## config.mk

```make
export PLATFORM = sky130hd
export DESIGN_NAME = game_master_fsm_multi_target_flat
export DESIGN_NICKNAME = d
export VERILOG_FILES = /design/src/rtl/game_master_fsm_multi_target_if.sv /design/src/rtl/game_master_fsm_multi_target.sv /design/src/flat_wrapper.sv
export SDC_FILE = /design/constraint.sdc
export NUM_CORES = 1
export LEC_CHECK = 0
export CORE_MARGIN = 2
export CORE_UTILIZATION = 44
export DETAILED_ROUTE_END_ITERATION = 8
export GPL_ROUTABILITY_DRIVEN = 1
export PLACE_DENSITY_LB_ADDON = 0.05
export SYNTH_ARGS = -nofsm -noshare
export SYNTH_HDL_FRONTEND = slang
export SYNTH_SLANG_ARGS = --single-unit
export TNS_END_PERCENT = 5
```

## constraint.sdc

```tcl
create_clock -name clk -period 1.7 [get_ports clk]
set_clock_uncertainty 0.2 [all_clocks]
set_input_delay 0.51 -clock clk [delete_from_list [all_inputs] [get_ports clk]]
set_output_delay 0.51 -clock clk [all_outputs]
set_load 0.01 [all_outputs]
```

## src/rtl/game_master_fsm_multi_target_if.sv

```systemverilog
// Signal bundle between the game-master FSM and the sprite engines and game top.
// master = game-master side (drives sprite strobes); slave = environment side.
interface game_master_fsm_multi_target_if #(
  parameter int N_TARGETS = 3,
  parameter int N_LIVES   = 3,
  parameter int WIN_SCORE = 3
);
  localparam int SCORE_W = $clog2(WIN_SCORE + 1);
  localparam int LIVES_W = $clog2(N_LIVES + 1);

  logic                 launch_key;
  logic                 collision;
  logic                 collision_bullet;
  logic [N_TARGETS-1:0] target_within_screen;
  logic                 bullet_within_screen;
  logic                 end_of_game_timer_running;

  logic [N_TARGETS-1:0] target_write_xy;
  logic [N_TARGETS-1:0] target_write_dxy;
  logic [N_TARGETS-1:0] target_enable_update;
  logic                 bullet_write_xy;
  logic                 bullet_write_dxy;
  logic                 spaceship_write_xy;
  logic                 spaceship_write_dxy;
  logic                 bullet_enable_update;
  logic                 spaceship_enable_update;
  logic [N_LIVES-1:0]   heart_visible;
  logic                 end_of_game_timer_start;
  logic                 game_won;
  logic                 game_over;
  logic [SCORE_W-1:0]   score;
  logic [LIVES_W-1:0]   n_lives;

  modport master (
    input  launch_key, collision, collision_bullet, target_within_screen,
           bullet_within_screen, end_of_game_timer_running,
    output target_write_xy, target_write_dxy, target_enable_update,
           bullet_write_xy, bullet_write_dxy, spaceship_write_xy, spaceship_write_dxy,
           bullet_enable_update, spaceship_enable_update, heart_visible,
           end_of_game_timer_start, game_won, game_over, score, n_lives
  );

  modport slave (
    output launch_key, collision, collision_bullet, target_within_screen,
           bullet_within_screen, end_of_game_timer_running,
    input  target_write_xy, target_write_dxy, target_enable_update,
           bullet_write_xy, bullet_write_dxy, spaceship_write_xy, spaceship_write_dxy,
           bullet_enable_update, spaceship_enable_update, heart_visible,
           end_of_game_timer_start, game_won, game_over, score, n_lives
  );
endinterface

```

## src/rtl/game_master_fsm_multi_target.sv

```systemverilog
// Game-master FSM: N targets, life/score tracking, win/loss; every output is registered.
// Define GAME_TIME_LIMIT_EN to end the game when the external game timer stops running.
module game_master_fsm_multi_target #(
  parameter int N_TARGETS       = 3,
  parameter int N_LIVES         = 3,
  parameter int WIN_SCORE       = 3,
  parameter int END_HOLD_CYCLES = 16
) (
  input  logic clk,
  input  logic rst,
  game_master_fsm_multi_target_if.master gm
);
  localparam int SCORE_W = $clog2(WIN_SCORE + 1);
  localparam int LIVES_W = $clog2(N_LIVES + 1);
  localparam int HOLD_W  = (END_HOLD_CYCLES > 2) ? $clog2(END_HOLD_CYCLES) : 1;

  localparam logic [SCORE_W-1:0] WIN_VAL    = SCORE_W'(WIN_SCORE);
  localparam logic [LIVES_W-1:0] LIVES_INIT = LIVES_W'(N_LIVES);
  localparam logic [HOLD_W-1:0]  HOLD_LOAD  = HOLD_W'(END_HOLD_CYCLES - 1);

  typedef enum logic [2:0] {
    START_GAME,
    START_ROUND,
    AIM,
    SHOOT,
    MINUS_LIFE,
    PLUS_SCORE,
    END_ROUND,
    END_GAME
  } state_t;

  state_t               state_q, state_d;
  logic [SCORE_W-1:0]   score_q, score_d;
  logic [LIVES_W-1:0]   n_lives_q, n_lives_d;
  logic                 game_won_q, game_won_d;
  logic [HOLD_W-1:0]    hold_cnt_q, hold_cnt_d;
  logic [N_LIVES-1:0]   heart_visible_q, heart_visible_d;
  logic [N_TARGETS-1:0] target_write_xy_q, target_write_xy_d;
  logic [N_TARGETS-1:0] target_write_dxy_q, target_write_dxy_d;
  logic [N_TARGETS-1:0] target_enable_update_q, target_enable_update_d;
  logic                 bullet_write_xy_q, bullet_write_xy_d;
  logic                 bullet_write_dxy_q, bullet_write_dxy_d;
  logic                 spaceship_write_xy_q, spaceship_write_xy_d;
  logic                 spaceship_write_dxy_q, spaceship_write_dxy_d;
  logic                 bullet_enable_update_q, bullet_enable_update_d;
  logic                 spaceship_enable_update_q, spaceship_enable_update_d;
  logic                 end_of_game_timer_start_q, end_of_game_timer_start_d;
  logic                 game_over_q, game_over_d;

  logic any_target_off;
  logic time_up;
  logic timer_start_en;

  assign any_target_off = ~(&gm.target_within_screen);

`ifdef GAME_TIME_LIMIT_EN
  assign time_up        = ~gm.end_of_game_timer_running;
  assign timer_start_en = 1'b1;
`else
  logic unused_timer_running;
  assign unused_timer_running = gm.end_of_game_timer_running;
  assign time_up              = 1'b0;
  assign timer_start_en       = 1'b0;
`endif

  always_comb begin
    state_d                   = state_q;
    score_d                   = score_q;
    n_lives_d                 = n_lives_q;
    game_won_d                = game_won_q;
    hold_cnt_d                = hold_cnt_q;
    heart_visible_d           = '0;
    target_write_xy_d         = '0;
    target_write_dxy_d        = '0;
    target_enable_update_d    = '0;
    bullet_write_xy_d         = 1'b0;
    bullet_write_dxy_d        = 1'b0;
    spaceship_write_xy_d      = 1'b0;
    spaceship_write_dxy_d     = 1'b0;
    bullet_enable_update_d    = 1'b0;
    spaceship_enable_update_d = 1'b0;
    end_of_game_timer_start_d = 1'b0;
    game_over_d               = 1'b0;

    case (state_q)
      START_GAME: begin
        score_d                   = '0;
        n_lives_d                 = LIVES_INIT;
        game_won_d                = 1'b0;
        end_of_game_timer_start_d = timer_start_en;
        state_d                   = START_ROUND;
      end
      START_ROUND: begin
        target_write_xy_d    = '1;
        target_write_dxy_d   = '1;
        spaceship_write_xy_d = 1'b1;
        bullet_write_xy_d    = 1'b1;
        state_d              = AIM;
      end
      AIM: begin
        target_enable_update_d = '1;
        if (gm.collision) begin
          state_d = MINUS_LIFE;
        end else if (gm.launch_key) begin
          // Velocity load is tied to the AIM->SHOOT transition so it fires once per shot.
          bullet_write_dxy_d    = 1'b1;
          spaceship_write_dxy_d = 1'b1;
          state_d               = SHOOT;
        end else if (any_target_off) begin
          state_d = END_ROUND;
        end else if (time_up) begin
          game_won_d = 1'b0;
          state_d    = END_GAME;
        end
      end
      SHOOT: begin
        target_enable_update_d    = '1;
        bullet_enable_update_d    = 1'b1;
        spaceship_enable_update_d = 1'b1;
        // Collision outranks a bullet hit, so a simultaneous pair costs a life and scores nothing.
        if (gm.collision) begin
          state_d = MINUS_LIFE;
        end else if (gm.collision_bullet) begin
          state_d = PLUS_SCORE;
        end else if (any_target_off || !gm.bullet_within_screen) begin
          state_d = END_ROUND;
        end else if (time_up) begin
          game_won_d = 1'b0;
          state_d    = END_GAME;
        end
      end
      MINUS_LIFE: begin
        if (n_lives_q != '0) n_lives_d = n_lives_q - LIVES_W'(1);
        state_d = END_ROUND;
      end
      PLUS_SCORE: begin
        if (score_q != WIN_VAL) score_d = score_q + SCORE_W'(1);
        state_d = END_ROUND;
      end
      END_ROUND: begin
        if (score_q == WIN_VAL) begin
          game_won_d = 1'b1;
          state_d    = END_GAME;
        end else if (n_lives_q == '0) begin
          game_won_d = 1'b0;
          state_d    = END_GAME;
        end else begin
          state_d = START_ROUND;
        end
      end
      END_GAME: begin
        game_over_d = 1'b1;
        if (hold_cnt_q == '0) state_d = START_GAME;
        else                  hold_cnt_d = hold_cnt_q - HOLD_W'(1);
      end
      default: state_d = START_GAME;
    endcase

    if (state_d == END_GAME && state_q != END_GAME) hold_cnt_d = HOLD_LOAD;

    for (int i = 0; i < N_LIVES; i++) heart_visible_d[i] = (n_lives_d > LIVES_W'(i));
  end

  always_ff @(posedge clk) begin
    if (rst) begin
      state_q                   <= START_GAME;
      score_q                   <= '0;
      n_lives_q                 <= LIVES_INIT;
      game_won_q                <= 1'b0;
      hold_cnt_q                <= '0;
      heart_visible_q           <= '1;
      target_write_xy_q         <= '0;
      target_write_dxy_q        <= '0;
      target_enable_update_q    <= '0;
      bullet_write_xy_q         <= 1'b0;
      bullet_write_dxy_q        <= 1'b0;
      spaceship_write_xy_q      <= 1'b0;
      spaceship_write_dxy_q     <= 1'b0;
      bullet_enable_update_q    <= 1'b0;
      spaceship_enable_update_q <= 1'b0;
      end_of_game_timer_start_q <= 1'b0;
      game_over_q               <= 1'b0;
    end else begin
      state_q                   <= state_d;
      score_q                   <= score_d;
      n_lives_q                 <= n_lives_d;
      game_won_q                <= game_won_d;
      hold_cnt_q                <= hold_cnt_d;
      heart_visible_q           <= heart_visible_d;
      target_write_xy_q         <= target_write_xy_d;
      target_write_dxy_q        <= target_write_dxy_d;
      target_enable_update_q    <= target_enable_update_d;
      bullet_write_xy_q         <= bullet_write_xy_d;
      bullet_write_dxy_q        <= bullet_write_dxy_d;
      spaceship_write_xy_q      <= spaceship_write_xy_d;
      spaceship_write_dxy_q     <= spaceship_write_dxy_d;
      bullet_enable_update_q    <= bullet_enable_update_d;
      spaceship_enable_update_q <= spaceship_enable_update_d;
      end_of_game_timer_start_q <= end_of_game_timer_start_d;
      game_over_q               <= game_over_d;
    end
  end

  assign gm.target_write_xy         = target_write_xy_q;
  assign gm.target_write_dxy        = target_write_dxy_q;
  assign gm.target_enable_update    = target_enable_update_q;
  assign gm.bullet_write_xy         = bullet_write_xy_q;
  assign gm.bullet_write_dxy        = bullet_write_dxy_q;
  assign gm.spaceship_write_xy      = spaceship_write_xy_q;
  assign gm.spaceship_write_dxy     = spaceship_write_dxy_q;
  assign gm.bullet_enable_update    = bullet_enable_update_q;
  assign gm.spaceship_enable_update = spaceship_enable_update_q;
  assign gm.heart_visible           = heart_visible_q;
  assign gm.end_of_game_timer_start = end_of_game_timer_start_q;
  assign gm.game_won                = game_won_q;
  assign gm.game_over               = game_over_q;
  assign gm.score                   = score_q;
  assign gm.n_lives                 = n_lives_q;
endmodule

```

## src/flat_wrapper.sv

```systemverilog
// flat-port wrapper written by rule: the top's interface ports become plain ports
module game_master_fsm_multi_target_flat 
#(
  parameter int N_TARGETS       = 3,
  parameter int N_LIVES         = 3,
  parameter int WIN_SCORE       = 3,
  parameter int END_HOLD_CYCLES = 16
)
  (clk, rst, gm_launch_key, gm_collision, gm_collision_bullet, gm_target_within_screen, gm_bullet_within_screen, gm_end_of_game_timer_running, gm_target_write_xy, gm_target_write_dxy, gm_target_enable_update, gm_bullet_write_xy, gm_bullet_write_dxy, gm_spaceship_write_xy, gm_spaceship_write_dxy, gm_bullet_enable_update, gm_spaceship_enable_update, gm_heart_visible, gm_end_of_game_timer_start, gm_game_won, gm_game_over, gm_score, gm_n_lives);
  game_master_fsm_multi_target_if #(.N_TARGETS(N_TARGETS), .N_LIVES(N_LIVES), .WIN_SCORE(WIN_SCORE)) gm_i ();
  input  logic clk;
  input  logic rst;
  input wire logic [$bits(gm_i.launch_key)-1:0] gm_launch_key;
  input wire logic [$bits(gm_i.collision)-1:0] gm_collision;
  input wire logic [$bits(gm_i.collision_bullet)-1:0] gm_collision_bullet;
  input wire logic [$bits(gm_i.target_within_screen)-1:0] gm_target_within_screen;
  input wire logic [$bits(gm_i.bullet_within_screen)-1:0] gm_bullet_within_screen;
  input wire logic [$bits(gm_i.end_of_game_timer_running)-1:0] gm_end_of_game_timer_running;
  output wire logic [$bits(gm_i.target_write_xy)-1:0] gm_target_write_xy;
  output wire logic [$bits(gm_i.target_write_dxy)-1:0] gm_target_write_dxy;
  output wire logic [$bits(gm_i.target_enable_update)-1:0] gm_target_enable_update;
  output wire logic [$bits(gm_i.bullet_write_xy)-1:0] gm_bullet_write_xy;
  output wire logic [$bits(gm_i.bullet_write_dxy)-1:0] gm_bullet_write_dxy;
  output wire logic [$bits(gm_i.spaceship_write_xy)-1:0] gm_spaceship_write_xy;
  output wire logic [$bits(gm_i.spaceship_write_dxy)-1:0] gm_spaceship_write_dxy;
  output wire logic [$bits(gm_i.bullet_enable_update)-1:0] gm_bullet_enable_update;
  output wire logic [$bits(gm_i.spaceship_enable_update)-1:0] gm_spaceship_enable_update;
  output wire logic [$bits(gm_i.heart_visible)-1:0] gm_heart_visible;
  output wire logic [$bits(gm_i.end_of_game_timer_start)-1:0] gm_end_of_game_timer_start;
  output wire logic [$bits(gm_i.game_won)-1:0] gm_game_won;
  output wire logic [$bits(gm_i.game_over)-1:0] gm_game_over;
  output wire logic [$bits(gm_i.score)-1:0] gm_score;
  output wire logic [$bits(gm_i.n_lives)-1:0] gm_n_lives;
  assign gm_i.launch_key = gm_launch_key;
  assign gm_i.collision = gm_collision;
  assign gm_i.collision_bullet = gm_collision_bullet;
  assign gm_i.target_within_screen = gm_target_within_screen;
  assign gm_i.bullet_within_screen = gm_bullet_within_screen;
  assign gm_i.end_of_game_timer_running = gm_end_of_game_timer_running;
  assign gm_target_write_xy = gm_i.target_write_xy;
  assign gm_target_write_dxy = gm_i.target_write_dxy;
  assign gm_target_enable_update = gm_i.target_enable_update;
  assign gm_bullet_write_xy = gm_i.bullet_write_xy;
  assign gm_bullet_write_dxy = gm_i.bullet_write_dxy;
  assign gm_spaceship_write_xy = gm_i.spaceship_write_xy;
  assign gm_spaceship_write_dxy = gm_i.spaceship_write_dxy;
  assign gm_bullet_enable_update = gm_i.bullet_enable_update;
  assign gm_spaceship_enable_update = gm_i.spaceship_enable_update;
  assign gm_heart_visible = gm_i.heart_visible;
  assign gm_end_of_game_timer_start = gm_i.end_of_game_timer_start;
  assign gm_game_won = gm_i.game_won;
  assign gm_game_over = gm_i.game_over;
  assign gm_score = gm_i.score;
  assign gm_n_lives = gm_i.n_lives;
  game_master_fsm_multi_target #(.N_TARGETS(N_TARGETS), .N_LIVES(N_LIVES), .WIN_SCORE(WIN_SCORE), .END_HOLD_CYCLES(END_HOLD_CYCLES)) u_core (.clk(clk), .rst(rst), .gm(gm_i));
endmodule
```

== Word level (Yosys, flattened, before mapping) ==
Cells that the tools add are included.

* Output and inout port bits: 25
* Bits in writable memories: 0
* Register bits after elaboration: 25
* Memory bits (read-only): 0
* Bits of input ports: 10
* Word-level logic and storage cells: 77
* Memories: 0
* Bits in latches: 0

* Reduce and logical (&&, ||, !) cells: 17
* Shift-type cells: 0
* Add/subtract/negate cells: 3
* Mux-type cells: 26
* Div/mod/pow operators: 0
* Bitwise gates (word level): 2
* Equality and inequality tests: 14
* Order comparisons: 3
* $mul: 0

{| class="wikitable"
|+ Operators by type and width
! kind !! count
|-
| 3-bit 2-to-1 mux || 11
|-
| 3-bit case mux with 7 select lines || 1
|-
| 3-bit equality test, second input constant || 5
|-
| 4-bit 2-to-1 mux || 3
|-
| 2-bit case mux with 2 select lines || 2
|-
| 2-bit nonzero test || 4
|-
| 3-bit by 2-bit equality test with 1-bit output, second input constant || 2
|-
| 1-bit 2-to-1 mux || 6
|-
| 2-bit AND reduction || 3
|-
| 2-bit by 1-bit greater-than comparator with 1-bit output, second input constant || 2
|-
| 4-bit logical NOT || 1
|-
| 2-bit 2-to-1 mux || 2
|-
| 2-bit inequality test, second input constant || 2
|-
| 2-bit OR reduction || 2
|-
| 4-bit by 1-bit subtractor with 4-bit output, second input constant || 1
|-
| 3-bit by 1-bit equality test with 1-bit output, second input constant || 1
|-
| 3-bit logical NOT || 1
|-
| 3-bit by 1-bit inequality test with 1-bit output, second input constant || 1
|-
| 3-bit inequality test, second input constant || 1
|-
| 3-bit AND reduction || 1
|-
| 3-bit OR reduction || 1
|-
| 2-bit by 1-bit adder with 2-bit output, second input constant || 1
|-
| 2-bit equality test, second input constant || 1
|-
| 2-bit greater-than comparator, second input constant || 1
|-
| 8 further kinds || 9
|}

== Depth between registers and ports, before layout ==
Gate-level depths: netlist of run 1.

* Depth in word-level cells: 11
* Mapped depth: 6

== Worst setup path before layout of run 1 ==
Ideal clock, no wire load.

* Kind: register -> register
* Start point: register u_core.hold_cnt_q[0]
* End point: register u_core.hold_cnt_q[2]
* Setup time: 0.132 ns
* Buffers on the path: 0
* Clock period less this slack: 1.536 ns
* Setup slack: 0.164 ns
* Arrival: 1.204 ns
* Cell stages (with the launch flop): 7
* Path through: dfxtp_1 inv_1 ha_1 or3b_4 nand3_2 xor2_1 a21oi_1

* Word-level cells in the longest chain between the ends: 7
* Elaborated cells between the ends (all ways): 12
* Those cells by class: add/sub (1); eq/ne (2); mux (5); reduce/logical (4)

{| class="wikitable"
|+ Ends and longest elaborated chain
! item !! RTL line !! source
|-
| start, declared || game_master_fsm_multi_target.sv:36 || <nowiki>logic [HOLD_W-1:0] hold_cnt_q, hold_cnt_d;</nowiki>
|-
| start signal, assigned || game_master_fsm_multi_target.sv:188 || <nowiki>hold_cnt_q <= hold_cnt_d;</nowiki>
|-
| 4-bit logical NOT || game_master_fsm_multi_target.sv:153 || <nowiki>if (hold_cnt_q == '0) state_d = START_GAME;</nowiki>
|-
| 3-bit 2-to-1 mux || game_master_fsm_multi_target.sv:153 ||
|-
| 3-bit case mux with 7 select lines || game_master_fsm_multi_target.sv:85 || <nowiki>case (state_q)</nowiki>
|-
| 3-bit equality test || game_master_fsm_multi_target.sv:159 || <nowiki>if (state_d == END_GAME && state_q != END_GAME) hold_cnt_d = HOLD_LOAD;</nowiki>
|-
| 1-bit logical AND || game_master_fsm_multi_target.sv:159 ||
|-
| 2-bit inequality test (no source line) / 2-bit nonzero test (equally long branches) || n/a ||
|-
| 2-bit AND reduction (no source line) || n/a ||
|}

Parallel ways exist; a longest one is shown, timed or not. The select of a mux whose other input is x is not followed.
A chain may end at the register's enable or synchronous reset.

== Final worst setup path of run 1 ==
* Start point: register u_core.game_won_q, in the netlist u_core.gm.game_won
* End point: output gm_game_won

{| class="wikitable"
|+ RTL lines
! item !! RTL line !! source
|-
| start, declared || game_master_fsm_multi_target.sv:35 || <nowiki>logic game_won_q, game_won_d;</nowiki>
|-
| start signal, assigned || game_master_fsm_multi_target.sv:187 || <nowiki>game_won_q <= game_won_d;</nowiki>
|-
| end, declared || flat_wrapper.sv:30 || <nowiki>output wire logic [$bits(gm_i.game_won)-1:0] gm_game_won;</nowiki>
|}

No word-level cell between the ends.

==> results of run 1 <==
per-layer routing:
| layer | wire length [µm] | share of wire | global-route usage |
|---|---|---|---|
| met5 | 0 | 0 | 0 |
| met1 | 984 | 0.49 | 0.201 |
| met3 | 108 | 0.054 | 0.0314 |
| met4 | 14 | 0.0070 | 0.0470 |
| met2 | 906 | 0.45 | 0.267 |
final timing paths:
| kind | start | to | depth (start not counted) |
|---|---|---|---|
| setup / recovery | u_core.gm.game_won | gm_game_won | 1 |
| hold / removal | u_core.gm.score[1] | u_core.gm.score[1] | 2 |
| setup reg to reg | u_core.hold_cnt_q[0] | u_core.hold_cnt_q[2] | 6 |
| hold reg to reg | u_core.gm.score[1] | u_core.gm.score[1] | 2 |
area by class of cell:
cell class                      count  area [µm²]
Multi-Input combinational cell     77         490
Timing Repair Buffer               44         380
Clock buffer                        4        26.3
Tap cell                           28        35.0
Sequential cell                    19         389
Inverter                            6        23.8
Fill cell                         225         867
repair_timing:
action | 4_1_cts | 5_1_grt
resized for setup | 28 | 5
setup buffers | 0 | 0
endpoints found under the hold margin | 0 | 0
endpoints found under the setup margin | 24 | 5
registers in the layout (all words and copies together), names as in the netlist:
name,count
u_core.gm.target_enable_update,1
u_core.gm.game_won,1
u_core.state_q,3
u_core.gm.score,2
u_core.gm.heart_visible,3
u_core.gm.target_write_xy,1
u_core.gm.game_over,1
u_core.hold_cnt_q,4
u_core.gm.n_lives,1
u_core.gm.bullet_enable_update,1
u_core.gm.bullet_write_dxy,1
stage by stage:
| step | worst slack, ps | hold slack, ps | total power, mW |
|---|---|---|---|
| 2_1_floorplan | 164 | 306 | 1.11 |
| 6_report | 53.7 | 303 | 1.48 |
| 5_1_grt | -8.19 | 332 | 1.59 |
| 3_3_place_gp | -204 | 280 | 1.32 |
| 3_5_place_dp | -233 | 303 | 1.33 |
| 4_1_cts | 8.83 | 310 | 1.49 |
power groups by stage:
stage,Sequential [mW],Clock [mW],Combinational (mW)
3_3_place_gp,0.603,0,0.722
6_report,0.597,0.222,0.666
4_1_cts,0.597,0.226,0.665
5_1_grt,0.610,0.247,0.736
2_1_floorplan,0.591,0,0.523
3_5_place_dp,0.608,0,0.725
cell usage in the layout (no fill, tap or decap), types with 2 or more instances in the layout:
master / count
sky130_fd_sc_hd__dfxtp_1: 14
sky130_fd_sc_hd__nor2_1: 7
sky130_fd_sc_hd__clkdlybuf4s50_1: 8
sky130_fd_sc_hd__nor2b_1: 3
sky130_fd_sc_hd__nor3_1: 4
sky130_fd_sc_hd__dlygate4sd2_1: 24
sky130_fd_sc_hd__nand2_1: 4
sky130_fd_sc_hd__nand2b_1: 4
sky130_fd_sc_hd__clkbuf_4: 3
sky130_fd_sc_hd__dfxtp_2: 4
sky130_fd_sc_hd__nand3_2: 2
sky130_fd_sc_hd__a31oi_1: 3
sky130_fd_sc_hd__buf_4: 12
sky130_fd_sc_hd__nor3b_1: 3
sky130_fd_sc_hd__a21oi_1: 11
sky130_fd_sc_hd__inv_1: 5
sky130_fd_sc_hd__xor2_1: 2
sky130_fd_sc_hd__o21ai_0: 11
sky130_fd_sc_hd__nand3_1: 3
cell families (layout without fill, tap and decap cells):
group	after synthesis	in the layout	synth area share
flops	19	19	0.368
buf+inv	26	54	0.167
xor+xnor	3	3	0.0254
compound gates	31	31	0.175
simple gates	40	40	0.237
fa+ha+maj	2	2	0.0242
other cells	1	1	0.00362
==> results_tabular.tex, run 1 <==
\begin{tabular}{lr}
\hline
Metric & Value \\
\hline
\multicolumn{2}{l}{\textbf{Worst hold path}} \\
\quad Worst hold path class & flop to flop \\
\multicolumn{2}{l}{\textbf{Layout}} \\
\quad Area Growth Syn to Fin & 30.0\% \\
\quad Final nets & 163 \\
\quad Post-Layout Cell Count & 178 \\
\quad Final Core Density & 0.608 \\
\quad Share of cells above drive strength 1 & 0.193 \\
\quad Layout Cell Area excl Fill & 0.00135 mm² \\
\quad Ant. Diodes & 0 \\
\multicolumn{2}{l}{\textbf{Worst setup path}} \\
\quad Gate family responsible for the most delay along the worst path & flip-flops \\
\quad Setup CP Type & flop to output port \\
\quad Critical path arrival & 940 ps \\
\quad Crit path capture type & output port \\
\quad Critical path fanouts, max & 3 \\
\quad Delay of the slowest critical-path stage & 370 ps \\
\quad Req. time, crit path & 990 ps \\
\quad Type of element launching the critical path & flop \\
\quad Bufs and invs on worst path & 1 \\
\quad Critical-path cell with the highest stage delay & sky130\_fd\_sc\_hd\_\_dfxtp\_1 \\
\quad Critical Path, Cell by Cell & dlygate4sd2\_1 \\
\quad Worst setup slack for register-to-register paths & 80 ps \\
\multicolumn{2}{l}{\textbf{Yosys}} \\
\quad Cell type with the largest total area after synthesis & sky130\_fd\_sc\_hd\_\_dfxtp\_1 \\
\quad Most frequently used flop master after synthesis & sky130\_fd\_sc\_hd\_\_dfxtp\_1 \\
\quad Top cell type's share of synthesized area & 0.368 \\
\quad \#FFs+latches synth & 19 \\
\quad Sequential cell area fraction in the yosys report & 0.368 \\
\quad Post-synth net total & 134 \\
\quad Post-Synthesis Cells & 122 \\
\quad FFs w/ async S/R, synth & 0 \\
\quad Synthesized area & 0.00103 mm² \\
\quad Count of distinct cell types in the synthesized netlist & 37 \\
\quad Cell with the most instances after synthesis & sky130\_fd\_sc\_hd\_\_dfxtp\_1 \\
\quad Number of enable-type register cells in the synthesized netlist & 0 \\
\quad Cells taking the most area after synthesis & sky130\_fd\_sc\_hd\_\_dfxtp\_1 (37\%), sky130\_fd\_sc\_hd\_\_buf\_4 (11\%), sky130\_fd\_sc\_hd\_\_a21oi\_1 (5.3\%) \\
\quad Synthesis warning total & 0 \\
\quad Top cell types by occurrence after synthesis & sky130\_fd\_sc\_hd\_\_dfxtp\_1 (19), sky130\_fd\_sc\_hd\_\_buf\_4 (15), sky130\_fd\_sc\_hd\_\_a21oi\_1 (11), sky130\_fd\_sc\_hd\_\_o21ai\_0 (11), sky130\_fd\_sc\_hd\_\_nor2\_1 (7) \\
\quad Per-instance average area after synthesis & 8.48 µm² \\
\multicolumn{2}{l}{\textbf{CTS}} \\
\quad Number of buffers added by the clock tree synthesis step & 3 \\
\quad Clock tree from TritonCTS & done \\
\quad CTS H-tree lvls & 1 \\
\quad Maximum buffer depth of the clock tree & 2 \\
\quad Clock transition at the register clock pins on the worst setup and hold paths after CTS & 100 ps \\
\quad Number of clock sinks seen by CTS & 19 \\
\quad CTS Hold Bufs & 0 \\
\quad Later-pin clock latency in the skew report & 280 ps \\
\quad Clock Tree Root & sky130\_fd\_sc\_hd\_\_clkbuf\_4 \\
\multicolumn{2}{l}{\textbf{Floorplanning}} \\
\quad Effective utilization at floorplan & 0.468 \\
\quad Die Height & 52.5 µm \\
\quad Horizontal die dimension & 52.5 µm \\
\quad Total die area & 0.00276 mm² \\
\quad Number of rows created at floorplan & 17 \\
\quad Area of the placeable core & 0.00221 mm² \\
\quad I/O pin count & 35 \\
\multicolumn{2}{l}{\textbf{Timing}} \\
\quad TNS Setup & 0 ps \\
\quad Period utilisation layout & 0.968 \\
\quad Max-slew violation count & 0 \\
\quad RSZ-0062 raised after global routing & true \\
\quad Upper clock frequency limit & 0.607 GHz \\
\quad Finish-stage setup viols & 0 \\
\quad Final Hold Fails & 0 \\
\quad Min cycle time layout & 1650 ps \\
\multicolumn{2}{l}{\textbf{Pwr}} \\
\quad Power share of the combinational group & 0.448 \\
\quad Sw Ratio & 0.371 \\
\quad Sw power & 551 µW \\
\quad Cell-internal power & 933 µW \\
\quad Proportion of power drawn by the clock network & 0.150 \\
\quad VDD IR-drop max & 652 µV \\
\quad Flop pwr share & 0.402 \\
\quad Pwr dens & 1100 mW/mm² \\
\quad LEAKAGE & 0.583 nW \\
\multicolumn{2}{l}{\textbf{Placement}} \\
\quad Quantity of I/O buffers inserted on ports & 32 \\
\quad Final weighted congestion of routability-driven global placement & 0.757 \\
\quad Instance count after placement with tap cells included & 174 \\
\quad Standard cell area after detailed placement & 0.00133 mm² \\
\quad Post-DP HPWL & 1580 µm \\
\multicolumn{2}{l}{\textbf{Drt}} \\
\quad Detailed router's first-iteration violation count & 12 \\
\quad Number of nets still failing antenna checks after routing & 0 \\
\quad Number of detailed-routing iterations run before antenna repair & 4 \\
\quad DRC violation count after routing & 0 \\
\quad Post-DR vias/cell & 4.96 \\
\quad Avg WL per Cell & 11.3 µm \\
\quad Via total after detailed routing & 882 \\
\quad DRT Wirelength & 2010 µm \\
\multicolumn{2}{l}{\textbf{Outcome}} \\
\quad Result of the run & complete, no violations \\
\multicolumn{2}{l}{\textbf{GRT}} \\
\quad Number of antenna violations at the first check in global routing & 0 \\
\quad Via count of the first global-routing pass & 801 \\
\quad First-pass GRT wire length & 3340 µm \\
\quad Overall track demand over capacity in global routing & 0.158 \\
\quad Global route total overflow & 0 \\
\quad Pin count of the biggest net entering global routing & 15 \\
\multicolumn{2}{l}{\textbf{Run}} \\
\quad Maximum capacitance violations & 0 \\
\hline
\end{tabular}
(Power assumes the default switching activity.)
==> run 2: changes to the inputs <==
Settings changed: TNS_END_PERCENT 5 to 20.
==> results of run 2 <==
The final DEF is identical to that of run 1; final timing and power are the same.
